`src/rtl/mem_arbiter_seq_if.sv`:
```
// Bus between mem_arbiter_seq, its three requesters and main memory.
//   Requester side : reqI/reqAddrI (I-fill), reqD/reqAddrD (D-fill),
//                    reqW/writeAddr/writeData (write-back),
//                    rdata, doneI/doneD/doneW, busy
//   Memory side    : mem_en, mem_op, mem_index, mem_wdata, mem_rdata
// Modports: slave = arbiter, master = requesters + memory model.
interface mem_arbiter_seq_if #(
    parameter int ADDR_W = 32,
    parameter int LINE_W = 128
);
    logic              reqI;
    logic [ADDR_W-1:0] reqAddrI;
    logic              reqD;
    logic [ADDR_W-1:0] reqAddrD;
    logic              reqW;
    logic [ADDR_W-1:0] writeAddr;
    logic [LINE_W-1:0] writeData;
    logic              mem_en;
    logic [1:0]        mem_op;
    logic [ADDR_W-5:0] mem_index;
    logic [LINE_W-1:0] mem_wdata;
    logic [LINE_W-1:0] mem_rdata;
    logic [LINE_W-1:0] rdata;
    logic              doneI;
    logic              doneD;
    logic              doneW;
    logic              busy;

    modport slave (
        input  reqI, reqAddrI, reqD, reqAddrD, reqW, writeAddr, writeData, mem_rdata,
        output mem_en, mem_op, mem_index, mem_wdata, rdata, doneI, doneD, doneW, busy
    );

    modport master (
        output reqI, reqAddrI, reqD, reqAddrD, reqW, writeAddr, writeData, mem_rdata,
        input  mem_en, mem_op, mem_index, mem_wdata, rdata, doneI, doneD, doneW, busy
    );
endinterface

```
`src/rtl/mem_arbiter_seq.sv`:
```
// mem_arbiter_seq: shares one line-wide memory port between I-fill, D-fill
// and D write-back. One transaction at a time: grant in IDLE, hold the
// memory for MEM_LATENCY cycles (BUSY), then one RESP cycle with a done
// pulse and the registered read line.
//
// Ports:
//   clk   - clock, rising edge
//   reset - synchronous, active-high
//   bus   - mem_arbiter_seq_if.slave (request, response and memory signals)
//
// Optional: define ARB_STARVE_GUARD_EN to promote I after STARVE_LIMIT
// consecutive lost arbitrations; otherwise strict priority W > D > I.
module mem_arbiter_seq #(
    parameter int ADDR_W       = 32,
    parameter int LINE_W       = 128,
    parameter int MEM_LATENCY  = 10,
    parameter int STARVE_LIMIT = 4
) (
    input logic               clk,
    input logic               reset,
    mem_arbiter_seq_if.slave  bus
);
    localparam logic [1:0] OP_NONE  = 2'd0;
    localparam logic [1:0] OP_INST  = 2'd1;
    localparam logic [1:0] OP_DATA  = 2'd2;
    localparam logic [1:0] OP_WRITE = 2'd3;

    typedef enum logic [1:0] {IDLE, BUSY, RESP} state_t;

    state_t            state, state_n;
    logic [7:0]        cnt;
    logic [1:0]        grant_op;
    logic [ADDR_W-1:0] grant_addr;

`ifdef ARB_STARVE_GUARD_EN
    logic [2:0] age;
    logic       promote_i;
    assign promote_i = bus.reqI && (int'(age) >= STARVE_LIMIT);
`endif

    // Line offset bits never reach memory; STARVE_LIMIT only matters with the guard.
    logic unused;
    assign unused = ^{grant_addr[3:0], 1'(STARVE_LIMIT)};

    always_ff @(posedge clk) begin
        if (reset) state <= IDLE;
        else       state <= state_n;
    end

    always_comb begin
        state_n    = state;
        grant_op   = OP_NONE;
        grant_addr = '0;
        case (state)
            IDLE: begin
`ifdef ARB_STARVE_GUARD_EN
                if (promote_i) begin
                    grant_op = OP_INST; grant_addr = bus.reqAddrI;
                end else
`endif
                if (bus.reqW) begin
                    grant_op = OP_WRITE; grant_addr = bus.writeAddr;
                end else if (bus.reqD) begin
                    grant_op = OP_DATA; grant_addr = bus.reqAddrD;
                end else if (bus.reqI) begin
                    grant_op = OP_INST; grant_addr = bus.reqAddrI;
                end
                if (grant_op != OP_NONE) state_n = BUSY;
            end
            BUSY:    if (cnt == 8'd0) state_n = RESP;
            RESP:    state_n = IDLE;
            default: state_n = IDLE;
        endcase
    end

    assign bus.busy = (state != IDLE);

    // mem_op doubles as the owner record until the BUSY->RESP edge,
    // where it selects the done line and is then cleared.
    always_ff @(posedge clk) begin
        if (reset) begin
            cnt           <= '0;
            bus.mem_en    <= 1'b0;
            bus.mem_op    <= OP_NONE;
            bus.mem_index <= '0;
            bus.mem_wdata <= '0;
            bus.rdata     <= '0;
            bus.doneI     <= 1'b0;
            bus.doneD     <= 1'b0;
            bus.doneW     <= 1'b0;
        end else begin
            bus.mem_en <= 1'b0;
            bus.doneI  <= 1'b0;
            bus.doneD  <= 1'b0;
            bus.doneW  <= 1'b0;
            case (state)
                IDLE: if (grant_op != OP_NONE) begin
                    bus.mem_en    <= 1'b1;
                    bus.mem_op    <= grant_op;
                    bus.mem_index <= grant_addr[ADDR_W-1:4];
                    if (grant_op == OP_WRITE) bus.mem_wdata <= bus.writeData;
                    cnt <= 8'(MEM_LATENCY - 1);
                end
                BUSY: if (cnt == 8'd0) begin
                    bus.mem_op <= OP_NONE;
                    bus.doneI  <= (bus.mem_op == OP_INST);
                    bus.doneD  <= (bus.mem_op == OP_DATA);
                    bus.doneW  <= (bus.mem_op == OP_WRITE);
                    if (bus.mem_op != OP_WRITE) bus.rdata <= bus.mem_rdata;
                end else begin
                    cnt <= cnt - 8'd1;
                end
                default: ;
            endcase
        end
    end

`ifdef ARB_STARVE_GUARD_EN
    // Age counts grants that bypassed a waiting I; saturates at 7.
    always_ff @(posedge clk) begin
        if (reset) begin
            age <= '0;
        end else if (state == IDLE && grant_op != OP_NONE) begin
            if (grant_op == OP_INST || !bus.reqI) age <= '0;
            else if (age != 3'd7)                 age <= age + 3'd1;
        end
    end
`endif
endmodule

```
`src/flat_wrapper.sv`:
```
// flat-port wrapper written by rule: the top's interface ports become plain ports
module mem_arbiter_seq_flat 
#(
    parameter int ADDR_W       = 32,
    parameter int LINE_W       = 128,
    parameter int MEM_LATENCY  = 10,
    parameter int STARVE_LIMIT = 4
)
  (clk, reset, bus_reqI, bus_reqAddrI, bus_reqD, bus_reqAddrD, bus_reqW, bus_writeAddr, bus_writeData, bus_mem_rdata, bus_mem_en, bus_mem_op, bus_mem_index, bus_mem_wdata, bus_rdata, bus_doneI, bus_doneD, bus_doneW, bus_busy);
  mem_arbiter_seq_if #(.ADDR_W(ADDR_W), .LINE_W(LINE_W)) bus_i ();
  input logic clk;
  input logic reset;
  input wire logic [$bits(bus_i.reqI)-1:0] bus_reqI;
  input wire logic [$bits(bus_i.reqAddrI)-1:0] bus_reqAddrI;
  input wire logic [$bits(bus_i.reqD)-1:0] bus_reqD;
  input wire logic [$bits(bus_i.reqAddrD)-1:0] bus_reqAddrD;
  input wire logic [$bits(bus_i.reqW)-1:0] bus_reqW;
  input wire logic [$bits(bus_i.writeAddr)-1:0] bus_writeAddr;
  input wire logic [$bits(bus_i.writeData)-1:0] bus_writeData;
  input wire logic [$bits(bus_i.mem_rdata)-1:0] bus_mem_rdata;
  output wire logic [$bits(bus_i.mem_en)-1:0] bus_mem_en;
  output wire logic [$bits(bus_i.mem_op)-1:0] bus_mem_op;
  output wire logic [$bits(bus_i.mem_index)-1:0] bus_mem_index;
  output wire logic [$bits(bus_i.mem_wdata)-1:0] bus_mem_wdata;
  output wire logic [$bits(bus_i.rdata)-1:0] bus_rdata;
  output wire logic [$bits(bus_i.doneI)-1:0] bus_doneI;
  output wire logic [$bits(bus_i.doneD)-1:0] bus_doneD;
  output wire logic [$bits(bus_i.doneW)-1:0] bus_doneW;
  output wire logic [$bits(bus_i.busy)-1:0] bus_busy;
  assign bus_i.reqI = bus_reqI;
  assign bus_i.reqAddrI = bus_reqAddrI;
  assign bus_i.reqD = bus_reqD;
  assign bus_i.reqAddrD = bus_reqAddrD;
  assign bus_i.reqW = bus_reqW;
  assign bus_i.writeAddr = bus_writeAddr;
  assign bus_i.writeData = bus_writeData;
  assign bus_i.mem_rdata = bus_mem_rdata;
  assign bus_mem_en = bus_i.mem_en;
  assign bus_mem_op = bus_i.mem_op;
  assign bus_mem_index = bus_i.mem_index;
  assign bus_mem_wdata = bus_i.mem_wdata;
  assign bus_rdata = bus_i.rdata;
  assign bus_doneI = bus_i.doneI;
  assign bus_doneD = bus_i.doneD;
  assign bus_doneW = bus_i.doneW;
  assign bus_busy = bus_i.busy;
  mem_arbiter_seq #(.ADDR_W(ADDR_W), .LINE_W(LINE_W), .MEM_LATENCY(MEM_LATENCY), .STARVE_LIMIT(STARVE_LIMIT)) u_core (.clk(clk), .reset(reset), .bus(bus_i));
endmodule
```
`config.mk`:
```
export PLATFORM = sky130hd
export DESIGN_NAME = mem_arbiter_seq_flat
export DESIGN_NICKNAME = d
export VERILOG_FILES = /design/src/rtl/mem_arbiter_seq_if.sv /design/src/rtl/mem_arbiter_seq.sv /design/src/flat_wrapper.sv
export SDC_FILE = /design/constraint.sdc
export NUM_CORES = 1
export LEC_CHECK = 0
export BUFFER_PORTS_ARGS = -buffer_cell sky130_fd_sc_hd__buf_2
export CAP_MARGIN = 20
export CORE_AREA = 2 2 250 252
export CTS_BUF_LIST = sky130_fd_sc_hd__clkbuf_2 sky130_fd_sc_hd__clkbuf_4 sky130_fd_sc_hd__clkbuf_8
export DETAILED_ROUTE_END_ITERATION = 10
export DIE_AREA = 0 0 252 254
export SLEW_MARGIN = 20
export SYNTH_ARGS = -nofsm -noshare
export SYNTH_HDL_FRONTEND = slang
export SYNTH_SLANG_ARGS = --single-unit
```
`constraint.sdc`:
```
create_clock -name clk -period 2.2 [get_ports clk]
set_clock_uncertainty 0.15 [all_clocks]
set_input_delay 0.11 -clock clk [delete_from_list [all_inputs] [get_ports clk]]
set_output_delay 0.11 -clock clk [all_outputs]
set_load 0.01 [all_outputs]
```
After elaboration in Yosys (flattened, before gate mapping)
Cells that the tools add are included.

Bits in registers: 300. Latch bits: 0. RAM bits: 0. ROM bits: 0. Input bits: 357. Logic and storage cells: 56. Memories: 0.

Add/sub/neg operators: 1. Multiply operators: 0. Divide/modulo/power cells: 0. Magnitude comparators: 0. Equal/unequal tests: 10. Shift-type cells: 0. Mux-type cells: 18. Bitwise operators: 3. Reductions and logical operators: 14.

Operator list (count): 32-bit two-way mux (3); 2-bit two-way mux (8); 8-bit two-way mux (2); 8-bit one-hot mux with 2 select lines (1); 3-bit AND reduction (4); 8-bit logical NOT (1); 2-bit one-hot mux with 2 select lines (2); 2-bit nonzero test (4); 8-bit by 1-bit subtractor with 8-bit output, second input constant (1); 2-bit equality test, second input constant (3); 2-bit by 1-bit inequality test with 1-bit output, second input constant (3); 2-bit by 1-bit equality test with 1-bit output, second input constant (2); 2-bit inequality test, second input constant (2); 2-bit AND reduction (2); 1-bit inverter (3); 3-bit OR reduction (1); 2-bit logical NOT (1); 1-bit two-way mux (2); 2-bit OR reduction (1).

Longest topological paths before layout
Word-level depth: 8. Mapped depth: 8. Depth with buffers taken out: 6.

Worst setup path before layout
Ideal clock, no wire load.

Path type: reg-to-reg. Start point: register u_core.cnt[0]. End point: register u_core.bus.rdata[0]. Data arrival time: 1.646 ns. Data required time: 1.980 ns. Slack: 0.334 ns. Stages on the path, launching flop included: 9. Path buffers: 2. Period minus slack after synthesis: 1.866 ns. Path through: dfxtp_1 inv_1 ha_1 nor3b_1 and4_4 buf_12 buf_12 nand2_2 a21oi_2.

Cells in the longest elaborated chain, start to end: 2.

RTL lines: start: declaration (line mem_arbiter_seq.sv:31) `logic [7:0] cnt;`; start signal: assignment (line mem_arbiter_seq.sv:102) `cnt <= 8'(MEM_LATENCY - 1);`; start signal: assignment (line mem_arbiter_seq.sv:111) `cnt <= cnt - 8'd1;`; 8-bit logical NOT (line mem_arbiter_seq.sv:104) `BUSY: if (cnt == 8'd0) begin`; 3-bit AND reduction (no line); end signal: assignment (line mem_arbiter_seq.sv:109) `if (bus.mem_op != OP_WRITE) bus.rdata <= bus.mem_rdata;`; end: declaration (line mem_arbiter_seq_if.sv:31) `output mem_en, mem_op, mem_index, mem_wdata, rdata, doneI, doneD, doneW, busy`.

Every way passes these cells. A chain may end at the register's enable or synchronous reset.

Worst setup path after layout
Start point: register u_core.state[1]. End point: register u_core.bus.mem_wdata[40].

Cells in the longest elaborated chain, start to end: 4. Elaborated cells on any way between the ends: 5. Classes of those cells: 1 x eq/ne; 1 x mux; 3 x reduce/logical.

RTL lines: start: declaration (line mem_arbiter_seq.sv:30) `state_t state, state_n;`; start signal: assignment (line mem_arbiter_seq.sv:47) `else state <= state_n;`; 2-bit logical NOT (*) (line mem_arbiter_seq.sv:54, mem_arbiter_seq.sv:96); 2-bit two-way mux (line mem_arbiter_seq.sv:54) `case (state)`; 2-bit equality test / 2-bit nonzero test (equally long branches) (line mem_arbiter_seq.sv:101, mem_arbiter_seq.sv:97); 3-bit AND reduction (no line) (*); end signal: assignment (line mem_arbiter_seq.sv:101) `if (grant_op == OP_WRITE) bus.mem_wdata <= bus.writeData;`; end: declaration (line mem_arbiter_seq_if.sv:31).

Mark *: on every way between the ends. The rest lies on a longest branch, timed or not.

==> run_results.csv <==
group,metric,value,unit
outcome,outcome,"finished, final reports clean",
hold_path,worst_hold_path_type,"primary input to flop",
final_layout,final_cell_mix,"buf_2 (634), nand2_1 (506), dlygate4sd3_1 (342)",
synthesis,syn_inst,1355,
synthesis,synth_nets,1714,
clock_network,cts_sinks,300,
die,die_h,254,um
clock_network,worstSkewPairLatency,0.61,ns
pwr,switching_share,30.1,%
setup_path,reg2reg_depth,7,
drt,vias_per_cell,4.16,
timing,tightest_slew,0.454,ns
drt,drt_iter0_drc,755,
timing,period_minus_slack,2.12,ns
synthesis,synth-warning-count,0,
synthesis,synth_top_family_by_area,"simple AND/OR/NAND/NOR gates",
pwr,switching_power,4.69,mW
drt,first_pass_iters,5,
placement,dpl.cell_count,2722,
hold_path,whs_path_depth,4,
die,die_w,252,um
drt,wire_per_inst,14.7,um
final_layout,final-seq-area,6010,sq um
pwr,p_int,10.9,mW
setup_path,end_kind,"flop",
flow_run,cap_violations,0,
synthesis,synth_enable_flop_cells,0,
timing,hold_viol,0,
clock_network,htreeDepth,2,
timing,fmax,472,MHz
synthesis,synth_compound_area_share,17.8,%
placement,port_buffers,635,
clock_network,cts_tree,"built",
hold_path,hold_end,"u_core.bus.mem_wdata[38]",
synthesis,synth-xor-area-share,0.232,%
setup_path,cp_max_fo,19,
synthesis,muxShareOfSynthArea,0,%
die,start_util,18.5,%
setup_path,worstReg2RegEnd,"u_core.bus.mem_wdata[40]",
synthesis,synthFlopType,"dfxtp_1",
global_route,grt_pass1_wl,69200,um
setup_path,r2r_setup_slack,0.08,ns
pwr,combPwrFrac,24.9,%
setup_path,r2r-start,"u_core.state[1]",
placement,dp_hpwl,30300,um
pwr,vdd_drop_max,0.000460,V
global_route,overflow,0,
global_route,grt_pass1_vias,13200,
synthesis,seq_area_frac_synth,53.1,%
die,dieArea,64000,sq um
global_route,grt_usage,13.4,%
pwr,p_per_area,773,nW/um^2
pwr,clockPowerShare,34.9,%
synthesis,synthArstFlopShare,0,%
die,boundaryPins,648,
clock_network,path_clk_slew,0.06,ns
synthesis,synthSimpleGateAreaFrac,23.0,%
timing,setup_violations,0,
setup_path,critical_path_required,2.61,ns
final_layout,layout-drive-gt1-share,35.7,%
drt,routed_wl,46600,um
pwr,seqPwrFrac,40.2,%
die,core,61300,sq um
synthesis,ys_ff_latch,300,
final_layout,layout_commonest_cell,"buf_2",
final_layout,multi_input_area,4700,sq um
global_route,antenna_found_initial,4,
setup_path,start_kind,"flop",
synthesis,synthAdderAreaFrac,0.221,%
pwr,power_leakage,9.02,nW
setup_path,cp.arrival,2.53,ns
timing,drv_slew,0,
synthesis,synth_area_per_cell,8.35,sq um
final_layout,fin_cells,3164,
drt,drc,0,
timing,finalCritPeriodShare,96.4,%
synthesis,ys_types,41,
drt,ant_nets,0,
placement,gp_congestion,0.804,
drt,vias,13200,
clock_network,clockBufferDepth,3,
final_layout,syn_to_final_growth,77.8,%
final_layout,final_nets,2694,
setup_path,crit_type,"flop to flop",
die,row_count,91,
timing,slew_headroom,69.7,%
clock_network,cts_made_buffers,54,
global_route,grt_max_degree,74,
final_layout,fillers,6221,
clock_network,cts_root_buffer,"clkbuf_8",
timing,fin_tns_setup,0,ns
synthesis,synth.cell_area,11300,sq um
hold_path,holdCritStartpoint,"bus_writeData[38]",
## registers in the layout, indices dropped and copies added (netlist names), 2 cells and up
signal / flops
u_core.cnt: 8
u_core.bus.mem_wdata: 128
u_core.bus.rdata: 128
u_core.state: 2
u_core.bus.mem_op: 2
u_core.bus.mem_index: 28
## power by group through the flow
stage                     clock, mW  combinational [mW]  sequential (mW)
after floorplan                   0                1.54             6.59
after global placement            0                3.20             6.34
after detailed placement          0                3.21             6.35
after CTS                      5.65                3.78             6.24
after global routing           5.86                4.22             6.31
final                          5.43                3.87             6.25
## cells in the mapped netlist (10+ instances only)
cell / instances / share of area (%)
nand2_1: 507 / 17
a221oi_1: 28 / 2.2
buf_12: 10 / 1.8
a21oi_1: 220 / 9.7
nor2b_1: 29 / 1.6
nand2_2: 10 / 0.55
dfxtp_1: 300 / 53
buf_2: 18 / 0.80
nand3b_1: 28 / 1.9
a21oi_2: 44 / 3.4
clkbuf_1: 74 / 2.5
o31ai_1: 28 / 1.9
## logic make-up (layout without fill, tap and decap cells)
| group | after synthesis | after routing |
|---|---|---|
| adder cells (fa/ha/maj) | 2 | 2 |
| flip-flops | 300 | 300 |
| other | 0 | 4 |
| buffers and inverters | 111 | 1126 |
| AO/OA/AOI/OAI | 330 | 330 |
| AND/OR/NAND/NOR | 609 | 609 |
| XOR/XNOR | 3 | 3 |
## how the worst max path moves through the flow
stage	to	startpoint	cells after the start
5_1_grt	u_core.bus.mem_wdata[40]	u_core.state[1]	7
2_1_floorplan	u_core.bus.rdata[0]	u_core.cnt[0]	8
3_5_place_dp	u_core.bus.rdata[58]	u_core.cnt[0]	8
4_1_cts	u_core.bus.mem_op[1]	u_core.cnt[0]	8
3_3_place_gp	u_core.bus.rdata[79]	u_core.cnt[0]	8
6_report	u_core.bus.mem_wdata[40]	u_core.state[1]	7
## area by class of cell
type / count / share of cell area [%]
timing repair buffer: 1031 / 36.2
sequential: 300 / 29.9
multi-input combinational: 944 / 23.4
clock buffer: 85 / 5.13
tap: 790 / 4.91
clock inverter: 6 / 0.348
inverter: 4 / 0.0747
antenna: 4 / 0.0498
## layer usage
metal / track usage, % / routed length [um] / up-vias
met5: 0 / 12 / -
met4: 6.24 / 1700 / 2
met3: 4.23 / 3880 / 115
met2: 24.0 / 23100 / 554
met1: 14.4 / 17900 / 6015
li1: - / - / 6466
## metrics by stage
stage	instance area [sq um]	hold slack (ns)	utilization [%]	power [mW]	setup slack, ns
6_report	20100	0.121	32.8	15.6	0.0797
5_1_grt	20100	0.0853	32.8	16.4	-0.0105
4_1_cts	20000	0.0147	32.6	15.7	0.0701
3_5_place_dp	15500	0.205	25.3	9.57	0.124
3_3_place_gp	15500	0.200	25.3	9.54	0.175
2_1_floorplan	11300	0.0408	-	8.14	0.334
## repair_timing
action / CTS / global route
resized for setup: 0 / 11
buffers inserted: 0 / 4
hold endpoints to repair: 299 / 1
hold buffers: 341 / 1
setup endpoints to repair: 0 / 73
## critical path, stage by stage, from the launching register on
cell and delay [ns]:
dfxtp_1 0.35, nor2_1 0.16, buf_6 0.17, and2_4 0.22, buf_12 0.16, nand2_1 0.14
a21oi_1 0.15, dlygate4sd3_1 0.56
Power figures use the tool's default switching activity.
